`config.mk`:
```
export PLATFORM = sky130hd
export DESIGN_NAME = fifo_sync_param
export DESIGN_NICKNAME = d
export VERILOG_FILES = /design/src/rtl/fifo_pkg.sv /design/src/rtl/fifo_sync_ram.sv /design/src/rtl/fifo_sync_param.sv
export SDC_FILE = /design/constraint.sdc
export NUM_CORES = 1
export LEC_CHECK = 0
export CAP_MARGIN = 20
export CELL_PAD_IN_SITES_DETAIL_PLACEMENT = 1
export CELL_PAD_IN_SITES_GLOBAL_PLACEMENT = 1
export CORE_MARGIN = 2
export CORE_UTILIZATION = 35
export CTS_CLUSTER_DIAMETER = 30
export DETAILED_ROUTE_END_ITERATION = 6
export DONT_BUFFER_PORTS = 1
export PLACE_DENSITY = 0.51
export SLEW_MARGIN = 20
export SYNTH_ARGS = -nofsm -noshare
export SYNTH_HDL_FRONTEND = slang
export SYNTH_SLANG_ARGS = --single-unit
```
`constraint.sdc`:
```
create_clock -name clock -period 5.15 [get_ports clock]
set_clock_uncertainty 0.05 [all_clocks]
set_input_delay 1.545 -clock clock [delete_from_list [all_inputs] [get_ports clock]]
set_output_delay 1.545 -clock clock [all_outputs]
set_load 0.02 [all_outputs]
```
`src/rtl/fifo_pkg.sv`:
```
// Shared constants and helpers for the synchronous FIFO family.
// Pointers carry one extra wrap bit above the address bits.
package fifo_pkg;

  localparam int DEF_DATA_W = 8;
  localparam int DEF_ADDR_W = 5;

  function automatic int ptr_width(input int addr_w);
    return addr_w + 1;
  endfunction

endpackage

```
`src/rtl/fifo_sync_ram.sv`:
```
// DEPTH x DATA_W storage: one write port and one registered read port.
// The read register holds its value when no read is requested.
module fifo_sync_ram #(
  parameter int DATA_W = fifo_pkg::DEF_DATA_W,
  parameter int ADDR_W = fifo_pkg::DEF_ADDR_W
) (
  input  logic              clock,
  input  logic              reset,
  input  logic              wr_en_i,
  input  logic [ADDR_W-1:0] wr_addr_i,
  input  logic [DATA_W-1:0] wr_data_i,
  input  logic              rd_en_i,
  input  logic [ADDR_W-1:0] rd_addr_i,
  output logic [DATA_W-1:0] rd_data_o
);

  localparam int DEPTH = 2 ** ADDR_W;

  logic [DATA_W-1:0] mem_q [DEPTH];
  logic [DATA_W-1:0] rd_data_q;

  // NOTE: the storage array has no reset; stale entries are never visible
  // because the pointers define which words are valid.
  always_ff @(posedge clock) begin
    if (wr_en_i) begin
      mem_q[wr_addr_i] <= wr_data_i;
    end
  end

  always_ff @(posedge clock) begin
    if (reset) begin
      rd_data_q <= '0;
    end else if (rd_en_i) begin
      rd_data_q <= mem_q[rd_addr_i];
    end
  end

  assign rd_data_o = rd_data_q;

endmodule

```
`src/rtl/fifo_sync_param.sv`:
```
// Parametrised single-clock FIFO with occupancy count, almost flags and
// registered read-valid. Define FIFO_SYNC_ERR_EN for sticky overflow/underflow ports.
module fifo_sync_param
  import fifo_pkg::*;
#(
  parameter int DATA_W   = DEF_DATA_W,
  parameter int ADDR_W   = DEF_ADDR_W,
  parameter int AF_LEVEL = 28,
  parameter int AE_LEVEL = 4
) (
  input  logic                clock,
  input  logic                reset,
  input  logic                write,
  input  logic [DATA_W-1:0]   datain,
  input  logic                read,
  output logic [DATA_W-1:0]   dataout,
  output logic                dataout_valid,
  output logic                full,
  output logic                empty,
  output logic                almost_full,
  output logic                almost_empty,
  output logic [ADDR_W:0]     count
`ifdef FIFO_SYNC_ERR_EN
  ,
  output logic                overflow,
  output logic                underflow
`endif
);

  localparam int PTR_W = ptr_width(ADDR_W);
  localparam logic [PTR_W-1:0] AF_LVL = PTR_W'(AF_LEVEL);
  localparam logic [PTR_W-1:0] AE_LVL = PTR_W'(AE_LEVEL);

  logic [PTR_W-1:0] w_ptr_q, w_ptr_d;
  logic [PTR_W-1:0] r_ptr_q, r_ptr_d;
  logic             valid_q, valid_d;
  logic             write_en, read_en;

  // Status is derived from the registered pointers only, so it is stable all cycle.
  assign count        = w_ptr_q - r_ptr_q;
  assign empty        = (w_ptr_q == r_ptr_q);
  assign full         = (w_ptr_q[PTR_W-1] != r_ptr_q[PTR_W-1]) &&
                        (w_ptr_q[ADDR_W-1:0] == r_ptr_q[ADDR_W-1:0]);
  assign almost_full  = (count >= AF_LVL);
  assign almost_empty = (count <= AE_LVL);

  assign write_en = write & ~full;
  assign read_en  = read & ~empty;

  always_comb begin
    w_ptr_d = w_ptr_q;
    r_ptr_d = r_ptr_q;
    valid_d = read_en;
    if (write_en) w_ptr_d = w_ptr_q + PTR_W'(1);
    if (read_en)  r_ptr_d = r_ptr_q + PTR_W'(1);
  end

  // NOTE: sequential state uses non-blocking assignments so every register
  // samples the pre-edge values of the others.
  always_ff @(posedge clock) begin
    if (reset) begin
      w_ptr_q <= '0;
      r_ptr_q <= '0;
      valid_q <= 1'b0;
    end else begin
      w_ptr_q <= w_ptr_d;
      r_ptr_q <= r_ptr_d;
      valid_q <= valid_d;
    end
  end

  assign dataout_valid = valid_q;

  fifo_sync_ram #(
    .DATA_W (DATA_W),
    .ADDR_W (ADDR_W)
  ) u_ram (
    .clock     (clock),
    .reset     (reset),
    .wr_en_i   (write_en),
    .wr_addr_i (w_ptr_q[ADDR_W-1:0]),
    .wr_data_i (datain),
    .rd_en_i   (read_en),
    .rd_addr_i (r_ptr_q[ADDR_W-1:0]),
    .rd_data_o (dataout)
  );

`ifdef FIFO_SYNC_ERR_EN
  logic overflow_q, overflow_d;
  logic underflow_q, underflow_d;

  always_comb begin
    overflow_d  = overflow_q  | (write & full);
    underflow_d = underflow_q | (read & empty);
  end

  always_ff @(posedge clock) begin
    if (reset) begin
      overflow_q  <= 1'b0;
      underflow_q <= 1'b0;
    end else begin
      overflow_q  <= overflow_d;
      underflow_q <= underflow_d;
    end
  end

  assign overflow  = overflow_q;
  assign underflow = underflow_q;
`else
  // Illegal requests are dropped by the write_en/read_en gating and not recorded.
`endif

endmodule

```
==> reports/results.ini <==
[run_status]
outcome = completed

[timing]
fin_crit_ns = 4.644
rsz0062_at_grt = false
worst_pin_slew_ns = 0.9490
finalSetupViolCount = 0
drv_slew = 0
finalCritPeriodShare_pct = 90.18
slew_headroom_pct = 36.50
fin_setup_tns_ns = 0
max_freq_mhz = 215.3
hold_viol_final = 0

[logic_synthesis]
synth_edf_count = 256
synthArstFlopShare_pct = 0
synth_nets = 644
synth_area_um2 = 11100
synth.avg_cell_area_um2 = 17.88
synth-seq-cells = 277
yosys_warnings = 0
synth_seq_area_share_pct = 73.04
synth_mux_area_share_pct = 13.26
synth-xor-area-share_pct = 0.8679
yosysUniqueCellTypes = 42
synth_compound_area_share_pct = 4.948
synth_top_family_by_area = multiplexers
synthAdderAreaFrac_pct = 1.307
synth_flop_cell = edfxtp_1
synth-simple-area-share_pct = 4.272
synthCells = 621

[setup_path]
crit_required_ns = 3.56
rrSetupSlack_ns = 1.52
critPathBufInv = 2
crit_fanout = 6
cp_slowest_stage_delay_ns = 0.42
rr_worst_depth = 8
cpMaxStageDelayCell = a2111oi_1
cp.arrival_ns = 3.05
worstSetupStartpointType = flip-flop
crit_family = compound AO/OA/AOI/OAI gates
r2r_end = u_ram.mem_q[9][1]
worstPathCellList = inv_1 -> ha_1 -> nor2b_1 -> o21ai_0 -> a21boi_0 -> o211ai_1 -> nand3_1 -> a2111oi_1 -> buf_4
r2r_start = r_ptr_q[4]
crit_type = flip-flop to primary output
worstSetupEndpointType = primary output

[global_routing]
grt_overflow = 0
antenna_found_initial = 0
grt_pass1_wl_um = 40850
grt_util_all_layers_pct = 17.02
grt_pass1_vias = 6189
grt_max_degree = 51

[floorplanning]
placement_rows = 65
die_h_um = 182.1
start_util_pct = 35.36
core-area_um2 = 31390
die_area_um2 = 33160
fp.dieW_um = 182.1
io_pins = 31

[power_and_ir_drop]
powerDensity_nw_per_um2 = 526.9
p_sw_share_pct = 21.18
p_sw_mw = 1.527
peakVddDrop_v = 0.0002843
power_frac_seq_pct = 35.1
p_int_mw = 5.686
combPwrFrac_pct = 6.7
p_leak_nw = 4.410
clockPowerShare_pct = 58.2

[route]
drc = 0
wl_per_cell_um = 24.72
drtAntennaViolNets = 0
finalWirelength_um = 27360
dr.pass1.iters = 4
vias = 5678
vias_per_cell = 5.129
drt_first_iter_violations = 313

[clocking]
ctsHoldBuffers = 0
post-cts-setup-buffers = 0
cts_made_buffers = 58
cts_tree = done
cts_sinks = 277
cts_buffer_depth = 3
clkTransAtPathRegs_ns = 0.05
cts_resized = 0
cts-htree-levels = 2
clockRootBuffer = clkbuf_16
clkLatencyLatePin_ns = 0.55

[min_path]
min_to = w_ptr_q[5]
hold_path_class = flip-flop to flip-flop
min-delay-start = w_ptr_q[5]
whs_path_depth = 2

[layout]
area_growth_syn_to_layout_pct = 23.32
drive_gt1_share_pct = 23.97
final_net_count = 678
fin_util_pct = 43.61
antennaDiodeCount = 0

[job]
drv_cap = 0

[place]
detailed_place_hpwl_um = 16650
port_buffers = 0
gp_congestion = 0.8376

how the worst max path moves through the flow:
stage / from / end / slack, ns / cells after the start
floorplan: r_ptr_q[1] / almost_empty / 0.50 / 9
global placement: r_ptr_q[1] / almost_empty / 1.16 / 7
detailed placement: r_ptr_q[1] / almost_empty / 1.08 / 9
CTS: r_ptr_q[1] / almost_empty / 0.49 / 9
global route: r_ptr_q[1] / almost_empty / 0.36 / 9
finish: r_ptr_q[1] / almost_empty / 0.51 / 9
synth_stat cells, drive strengths merged (4+ instances only):
cell type / count / share of area [%]
inv: 11 / 0.37
xnor2: 7 / 0.55
nand3: 12 / 0.63
ha: 10 / 1.1
mux2: 8 / 0.81
xor2: 4 / 0.32
nor2: 52 / 1.8
a32o: 8 / 0.72
a21oi: 22 / 0.99
o21ai: 34 / 1.5
o221ai: 16 / 1.3
mux4: 40 / 8.1
clkbuf: 4 / 0.14
buf: 29 / 1.8
mux2i: 48 / 4.3
dfxtp: 21 / 3.8
edfxtp: 256 / 69
nand2: 14 / 0.54
nor2b: 4 / 0.29
placed cells by master (no fill, tap or decap), types with 8 or more instances in the layout:
cell type,n
a21oi_1,22
a32o_1,8
bufinv_16,17
clkbuf_16,61
dfxtp_1,18
edfxtp_1,256
ha_1,10
inv_1,11
mux2_2,8
mux2i_1,48
mux4_2,40
nand2_1,13
nand3_1,10
nor2_1,51
o21ai_0,25
o21ai_1,9
o221ai_1,16
worst reg2reg max path: stages (launching register included):
cell,delay (ns)
dfxtp_1,0.52
inv_1,0.08
buf_4,0.20
ha_1,0.38
and4_2,0.22
and3_4,0.22
nor2b_4,0.30
nand2_1,0.42
nor2_1,0.87
power by group through the flow:
stage,combinational [mW],sequential (mW),clock (mW)
after floorplan,0.398,2.56,0
after detailed placement,0.494,2.58,0
after CTS,0.496,2.53,4.26
final,0.482,2.53,4.20
after global routing,0.526,2.53,4.38
after global placement,0.489,2.57,0
registers in the layout, summed over array words and instances (netlist names):
signal,flops
u_ram.mem_q,256
u_ram.rd_data_o,8
w_ptr_q,6
dataout_valid,1
r_ptr_q,6
final cells by class:
type,instances,area [um^2]
clock buffers,65,1541
flip-flops and latches,277,8114
well taps,402,503.0
fillers,2974,17700
clock inverters,45,696.9
repair buffers,7,52.55
inverters,11,41.29
multi-input cells,300,2740
metal layers:
metal	up-vias	global-route usage, %	part of all wire (%)
met5	-	0	0
met4	0	5.419	2.1
met3	37	3.792	4.8
met2	125	28.79	50
met1	2955	21.88	43
li1	2561	-	-
per-stage QoR:
stage	power, mW	area (um^2)	hold WS, ns	setup WS (ns)	cells
floorplan	2.961	11100	0.4135	0.4971	621
global placement	3.063	11450	0.4460	1.159	997
detailed placement	3.070	11450	0.4640	1.081	997
CTS	7.295	13690	0.4696	0.4889	1107
global route	7.443	13690	0.4975	0.3627	1107
finish	7.213	13690	0.4584	0.5060	1107
kinds of logic after synthesis:
| logic type | Yosys count |
|---|---|
| XOR/XNOR | 11 |
| flip-flops | 277 |
| buffers and inverters | 44 |
| AND/OR/NAND/NOR | 96 |
| adder cells (fa/ha/maj) | 11 |
| AO/OA/AOI/OAI | 86 |
| multiplexers | 96 |
Power figures use the tool's default switching activity.
